<file path="src/rtl/controlador_reconstrucao_caminho.sv">
`default_nettype none
// ============================================================================
//  Module   : controlador_reconstrucao_caminho
//  Purpose  : Walks the predecessor RAM from destination back to source onto a
//             LIFO, then streams the path source-first over valid/ready.
//  Revision : 1.0 - initial release
// ============================================================================
module controlador_reconstrucao_caminho #(
   parameter int ADDR_WIDTH = 10,
   parameter int MAX_PATH   = 64
) (
   input  logic                        clk,
   input  logic                        rst_n,
   input  logic                        start_in,
   input  logic [ADDR_WIDTH-1:0]       top_fonte_in,
   input  logic [ADDR_WIDTH-1:0]       top_destino_in,
   output logic                        mem_read_en_out,
   output logic [ADDR_WIDTH-1:0]       mem_read_addr_out,
   input  logic [ADDR_WIDTH-1:0]       mem_read_data_in,
   output logic                        caminho_valid_out,
   input  logic                        caminho_ready_in,
   output logic [ADDR_WIDTH-1:0]       caminho_data_out,
   output logic                        caminho_last_out,
   output logic [$clog2(MAX_PATH):0]   caminho_len_out,
   output logic                        busy_out,
   output logic                        done_out,
   output logic                        erro_out
);

   localparam int LEN_W = $clog2(MAX_PATH) + 1;
   localparam int IDX_W = (MAX_PATH > 1) ? $clog2(MAX_PATH) : 1;
   localparam logic [LEN_W-1:0] c_max_path = LEN_W'(MAX_PATH);
   localparam logic [LEN_W-1:0] c_one      = LEN_W'(1);

   typedef enum logic [2:0] {
      S_IDLE   = 3'd0,
      S_LER    = 3'd1,
      S_ESPERA = 3'd2,
      S_EMIT   = 3'd3,
      S_DONE   = 3'd4,
      S_ERRO   = 3'd5
   } state_t;

   state_t                r_state;
   state_t                w_next;
   logic [ADDR_WIDTH-1:0] r_fonte;
   logic [ADDR_WIDTH-1:0] r_cur;
   logic [ADDR_WIDTH-1:0] r_stack [MAX_PATH];
   logic [LEN_W-1:0]      r_sp;
   logic [LEN_W-1:0]      r_len;
   logic                  r_erro;
   logic [LEN_W-1:0]      w_top;
   logic                  w_accept;
   logic                  w_full;
   logic                  w_hit;
   logic                  w_pop;
   logic                  w_push_pred;

   assign w_top       = r_sp - c_one;
   assign w_accept    = (r_state == S_IDLE) && start_in;
   assign w_full      = (r_len == c_max_path);
   assign w_hit       = (mem_read_data_in == r_fonte);
   assign w_pop       = (r_state == S_EMIT) && caminho_ready_in;
   assign w_push_pred = (r_state == S_ESPERA) && !w_full;

   assign busy_out        = (r_state != S_IDLE);
   assign erro_out        = r_erro;
   assign caminho_len_out = r_len;

   always_ff @(posedge clk or negedge rst_n) begin
      if (!rst_n) r_state <= S_IDLE;
      else        r_state <= w_next;
   end

   always_comb begin
      w_next            = r_state;
      mem_read_en_out   = 1'b0;
      mem_read_addr_out = '0;
      caminho_valid_out = 1'b0;
      caminho_data_out  = '0;
      caminho_last_out  = 1'b0;
      done_out          = 1'b0;
      case (r_state)
         S_IDLE: begin
            if (start_in)
               w_next = (top_destino_in == top_fonte_in) ? S_EMIT : S_LER;
         end
         S_LER: begin
            mem_read_en_out   = 1'b1;
            mem_read_addr_out = r_cur;
            w_next            = S_ESPERA;
         end
         S_ESPERA: begin
            if (w_full)     w_next = S_ERRO;
            else if (w_hit) w_next = S_EMIT;
            else            w_next = S_LER;
         end
         S_EMIT: begin
            caminho_valid_out = 1'b1;
            caminho_data_out  = r_stack[w_top[IDX_W-1:0]];
            caminho_last_out  = (r_sp == c_one);
            if (caminho_ready_in && (r_sp == c_one)) w_next = S_DONE;
         end
         S_DONE: begin
            done_out = 1'b1;
            w_next   = S_IDLE;
         end
         S_ERRO: begin
            done_out = 1'b1;
            w_next   = S_IDLE;
         end
         default: w_next = S_IDLE;
      endcase
   end

   // During the walk r_sp equals r_len, so a non-full push always lands in range.
   always_ff @(posedge clk or negedge rst_n) begin
      if (!rst_n) begin
         r_fonte <= '0;
         r_cur   <= '0;
         r_sp    <= '0;
         r_len   <= '0;
         r_erro  <= 1'b0;
      end else begin
         if (w_accept) begin
            r_fonte <= top_fonte_in;
            r_cur   <= top_destino_in;
            r_sp    <= c_one;
            r_len   <= c_one;
            r_erro  <= 1'b0;
         end else if (w_push_pred) begin
            r_cur <= mem_read_data_in;
            r_sp  <= r_sp + c_one;
            r_len <= r_len + c_one;
         end else if (w_pop) begin
            r_sp <= w_top;
         end else if (r_state == S_ERRO) begin
            r_erro <= 1'b1;
            r_sp   <= '0;
         end
      end
   end

   always_ff @(posedge clk) begin
      if (w_accept)
         r_stack[0] <= top_destino_in;
      else if (w_push_pred)
         r_stack[r_sp[IDX_W-1:0]] <= mem_read_data_in;
   end

endmodule
`default_nettype wire

</file>
<file path="config.mk">
export PLATFORM = sky130hd
export DESIGN_NAME = controlador_reconstrucao_caminho
export DESIGN_NICKNAME = d
export VERILOG_FILES = /design/src/rtl/controlador_reconstrucao_caminho.sv
export SDC_FILE = /design/constraint.sdc
export NUM_CORES = 1
export LEC_CHECK = 0
export CAP_MARGIN = 20
export CORE_MARGIN = 10
export CORE_UTILIZATION = 56
export DETAILED_ROUTE_END_ITERATION = 10
export PLACE_DENSITY = 0.7
export SKIP_LAST_GASP = 1
export SLEW_MARGIN = 20
export SYNTH_ARGS = -nofsm -noshare
export SYNTH_HDL_FRONTEND = slang
export SYNTH_SLANG_ARGS = --single-unit
</file>
<file path="constraint.sdc">
create_clock -name clk -period 7.6 [get_ports clk]
set_input_delay 1.52 -clock clk [delete_from_list [all_inputs] [get_ports clk]]
set_output_delay 1.52 -clock clk [all_outputs]
set_load 0.01 [all_outputs]
</file>
==> Yosys cells after proc, flatten, opt, wreduce, memory -nomap -nowiden <==
Memory sizes are Yosys's and may differ from the RTL's.
Cells that the tools add are included.
{ "op_classes": {"add_sub_neg": 3, "eq_ne": 13, "n_mux": 32, "reduce_logical": 14} }
{ "ops": {"columns": ["op", "count"], "rows": [
  ["$mux W10", 5],
  ["$mux W7", 6],
  ["$eq A10 B10 Y1", 2],
  ["$add A7 B1 Y7 const B", 2],
  ["$mux W1", 14],
  ["$pmux W3 S4", 1],
  ["$reduce_or A10 Y1", 1],
  ["$mux W3", 3],
  ["$eq A7 B1 Y1 const B", 1],
  ["$eq A7 B7 Y1 const B", 1],
  ["$sub A7 B1 Y7 const B", 1],
  ["$eq A3 B2 Y1 const B", 2],
  ["$eq A3 B3 Y1 const B", 2],
  ["$mux W6", 1],
  ["$ne A2 B2 Y1 const B", 3],
  ["$logic_and A1 B1 Y1", 4],
  ["$mux W2", 2],
  ["$reduce_bool A2 Y1", 2],
  ["$reduce_bool A4 Y1", 1],
  ["$eq A3 B1 Y1 const B", 1],
  ["$logic_not A3 Y1", 1],
  ["$reduce_and A3 Y1", 1],
  ["$reduce_bool A3 Y1", 1],
  ["$ne A2 B1 Y1 const B", 1],
  ["other kinds (3)", 3]
]} }
{ "totals": {"reg_bits": 38, "ram_bits": 640, "inputBits": 34, "elab_cells": 69, "mem_count": 1} }
{ "memory_table": {"columns": ["memory", "depth", "width", "read_ports", "rd_clocked_by_memory_dff", "wr", "line", "text"], "rows": [
  ["r_stack", 64, 10, 1, 0, 1, "48", "logic [ADDR_WIDTH-1:0] r_stack [MAX_PATH];"]
]} }

==> Longest topological paths before layout <==
{ "depth": {"depth_word": 8, "depth_mapped": 13, "depth_no_buf": 7} }

==> Worst setup path before layout <==
No wires, ideal clock.
{ "synth_timing": {"path_type": "register to output", "from": "register r_sp[0]", "to": "output port caminho_data_out[0]", "t_arrival_ps": 2836, "required_ps": 6080, "path_slack_ps": 3244, "stages_incl_launch_ff": 12, "path_cell_list": "dfrtp_1 buf_4 buf_4 buf_4 inv_2 ha_1 buf_2 clkbuf_1 mux4_2 mux4_2 a22oi_1 a22oi_1"} }
{ "synth_via": {"elab_chain_len": 3} }
{ "synth_rtl": {"columns": ["item", "line", "text"], "rows": [
  ["from (decl)", "49", "logic [LEN_W-1:0] r_sp;"],
  ["from (signal assigned)", "128", "r_sp <= c_one;"],
  ["from (signal assigned)", "133", "r_sp <= r_sp + c_one;"],
  ["from (signal assigned)", "136", "r_sp <= w_top;"],
  ["$sub A7 B1 Y7", "59", "assign w_top = r_sp - c_one;"],
  ["$mem_v2 Z64 W10", null, null],
  ["$mux W10", "83", "case (r_state)"],
  ["to (decl)", "22", "output logic [ADDR_WIDTH-1:0] caminho_data_out,"]
]} }
No other way between the ends.

==> Worst setup path in the final report <==
{ "layout_timing": {"from": "register r_sp[0]", "to": "output port caminho_data_out[4]"} }
Same word-level chain as after synthesis.

==> impl_metrics.toml <==
[detailed_routing]
avgViaCountPerCell = 6.42
wirelength_um = 62900
ant_nets = 0
dr.pass1.iters = 6
num_vias = 14200
drc_errors = 0
post_drt_wl_per_cell_um = 28.4
drtIter0Drc = 1493

[clock_network]
cts_root_buffer = "clkbuf_16"
cts_buffers = 69
cts_tree = "done"
clock_sinks = 678
postCtsSetupBuffers = 0
cts_buffer_depth = 3
postCtsHoldBufs = 0
cts_resized = 0
clk_latency_ns = 0.60
clk_pin_slew_worst_paths_ns = 0.06
htreeDepth = 3

[setup_path]
start_kind = "flop"
crit_type = "flop to primary output"
crit_path_max_fanout = 49
crit_arrival_ns = 5.09
end_kind = "primary output"
r2r_slack_ns = 3.45
r2r-start = "r_sp[0]"
crit_start = "r_sp[0]"
critPathRequiredTime_ns = 6.08

[sta]
hold_ws_ns = 0.460
worst_pin_slew_ns = 1.10
setup_viol = 0
period_minus_slack_ns = 6.61
fin_crit_sh = 0.870
hold_violations = 0
tns_ns = 0
rsz0062_at_grt = "no"
final_max_slew_viol_count = 0
max_freq_mhz = 151
max_slew_margin = 0.267
clock_skew_ns = 0.0274

[synth]
synth_top_family_by_area = "multiplexers"
ys.flop_type = "edfxtp_1"
synth_top_area_share = 0.702
yosys.area.top_type = "edfxtp_1"
synth_edf_count = 640
syn_nets = 1502
synth_xor_area_frac = 0.00924
netlist_instances = 1463
ys_types = 53
synthesis.area_sq_um = 27400
yosysSeqAreaShare = 0.737
yosysWarnings = 0
synth_compound_area_frac = 0.0323
yosysMostFrequentCell = "edfxtp_1"
yosys-top-cells-count = "640 x edfxtp_1, 170 x mux4_2, 166 x nand2_1"
async_flop_share = 0.0560
syn_area_per_cell_sq_um = 18.7
yosys.area_share.simple = 0.0535
muxShareOfSynthArea = 0.148
synth_area_leaders = "edfxtp_1 70%, mux4_2 14%, dfrtp_1 3.5%, nand2_1 2.3%, nor2_1 1.1%"
yosys_register_bits = 678
yosys.area_share.adder = 0.00229

[final_layout]
nNetsFinal = 1586
drive_above_1_share = 0.220
final_util = 0.644
layout.cells.non_filler = 2215
synthToLayoutAreaGrowth_pct = 13.1
diodes = 0
fin_area_sq_um = 30900

[floorplan]
pin_count = 67
die_h_um = 241
initial_core_util = 0.569
core_area_sq_um = 48000
dieArea_sq_um = 58100
rows = 80
die_w_um = 241

[place]
place_inst = 2088
port_buffers = 66
post_dp_cell_area_sq_um = 28700
dp_hpwl_um = 36700
place_congestion = 0.833

[power_and_ir_drop]
ir_worst_vdd_mv = 0.257
p_per_area_nw_per_um2 = 387
power.leakage_nw = 10.0

[global_routing]
grt_use_met2 = 0.342
grtUsageMet3 = 0.0537
grt_usage = 0.222
grt_overflow_total = 0
grt_pass1_vias = 14400
grt_use_met1 = 0.310
grt_pass1_wl_um = 94000
grt_max_degree = 65
antenna_found_initial = 1
top_usage_layer = "met2"

[min_path]
hold_path.class = "flop to flop"
min_from = "r_cur[8]"

[job]
maxCapViolCount = 0

[status]
status = "completed"
-- cell usage in the layout (no fill, tap or decap), types with 3 or more instances in the layout --
| cell type | netlist | routed |
|---|---|---|
| or3_1 | 4 | 4 |
| o31ai_1 | 3 | 3 |
| and3_1 | 14 | 14 |
| mux2_1 | 6 | 6 |
| a21oi_1 | 41 | 40 |
| nor2_1 | 77 | 65 |
| xor2_1 | 4 | 3 |
| dfrtp_1 | 38 | 37 |
| a221o_1 | 3 | 3 |
| nand4_1 | 10 | 10 |
| nand2_2 | 1 | 10 |
| a211oi_1 | 10 | 10 |
| xnor2_1 | 23 | 22 |
| a22oi_1 | 30 | 30 |
| nor2_2 | 2 | 14 |
| a31oi_1 | 14 | 14 |
| nor3_1 | 7 | 7 |
| clkinvlp_4 | 0 | 3 |
| mux4_2 | 170 | 170 |
| inv_1 | 7 | 7 |
| nand2b_1 | 5 | 5 |
| clkbuf_1 | 34 | 15 |
| clkbuf_16 | 0 | 71 |
| clkdlybuf4s50_1 | 0 | 65 |
| clkinv_1 | 0 | 14 |
| ha_1 | 5 | 4 |
| nand3_1 | 19 | 19 |
| nand2_1 | 166 | 156 |
| clkinv_2 | 0 | 9 |
| buf_4 | 12 | 31 |
| edfxtp_1 | 640 | 640 |
| o21ai_0 | 28 | 27 |
| mux2_2 | 14 | 14 |
| inv_6 | 0 | 4 |
| bufinv_16 | 0 | 7 |
| and2_1 | 5 | 5 |
| or4_1 | 4 | 4 |
-- area by class of cell --
| type | count | area (sq um) |
|---|---|---|
| multi-input cells | 691 | 6830 |
| clock buffers | 86 | 1830 |
| inverters | 8 | 30.0 |
| well taps | 615 | 769 |
| clock inverters | 38 | 374 |
| repair buffers | 99 | 927 |
| flip-flops and latches | 678 | 20200 |
| fillers | 3193 | 17100 |
-- critical path: stages, from the launching register on --
cell and delay [ns]:
dfrtp_4 0.86, buf_4 0.81, buf_4 0.81, mux4_2 0.37, nand2_1 0.06, a31oi_1 0.22, o21ai_0 0.12, a22oi_1 0.45
clkdlybuf4s50_1 0.65
-- cells by family (layout without fill, tap and decap cells) --
| group | after synthesis | after routing |
|---|---|---|
| multiplexers | 190 | 190 |
| adder cells (fa/ha/maj) | 5 | 5 |
| AO/OA/AOI/OAI | 138 | 138 |
| flip-flops | 678 | 678 |
| AND/OR/NAND/NOR | 330 | 330 |
| XOR/XNOR | 28 | 28 |
| buffers and inverters | 94 | 231 |
-- metrics by stage --
step | worst slack (ns) | power (mW)
3_3_place_gp | 1.56 | 8.63
2_1_floorplan | 3.24 | 7.38
4_1_cts | 0.869 | 12.0
3_5_place_dp | 1.53 | 8.71
5_1_grt | 0.561 | 12.5
6_report | 0.992 | 12.0
-- layer usage --
layer / wire length, um / part of all wire / vias up
li1: - / - / 6037
met1: 25700 / 0.41 / 7396
met2: 30300 / 0.48 / 684
met3: 5530 / 0.088 / 97
met4: 1370 / 0.022 / 2
met5: 11 / 0.00017 / -
-- worst paths after layout --
check / end / cells after the start
max in group asynchronous: r_sp[0] / 1
max reg2reg: r_stack[61][1] / 3
max: caminho_data_out[4] / 8
min: r_cur[8] / 2
min in group asynchronous: r_cur[5] / 1
min reg2reg: r_cur[8] / 2
-- power by group --
part | switching, mW | internal, mW | total (mW) | leakage (nW)
combinational | 2.39 | 1.54 | 3.93 | 2.72
clock | 1.38 | 1.95 | 3.33 | 1.07
sequential | 0.152 | 4.56 | 4.71 | 6.25
-- state kept, by name (all words and copies together) (netlist names) --
| register | count |
|---|---|
| caminho_len_out | 7 |
| r_cur | 10 |
| r_sp | 7 |
| r_state | 3 |
| r_stack | 640 |
| erro_out | 1 |
| r_fonte | 10 |
(Power assumes the default switching activity.)
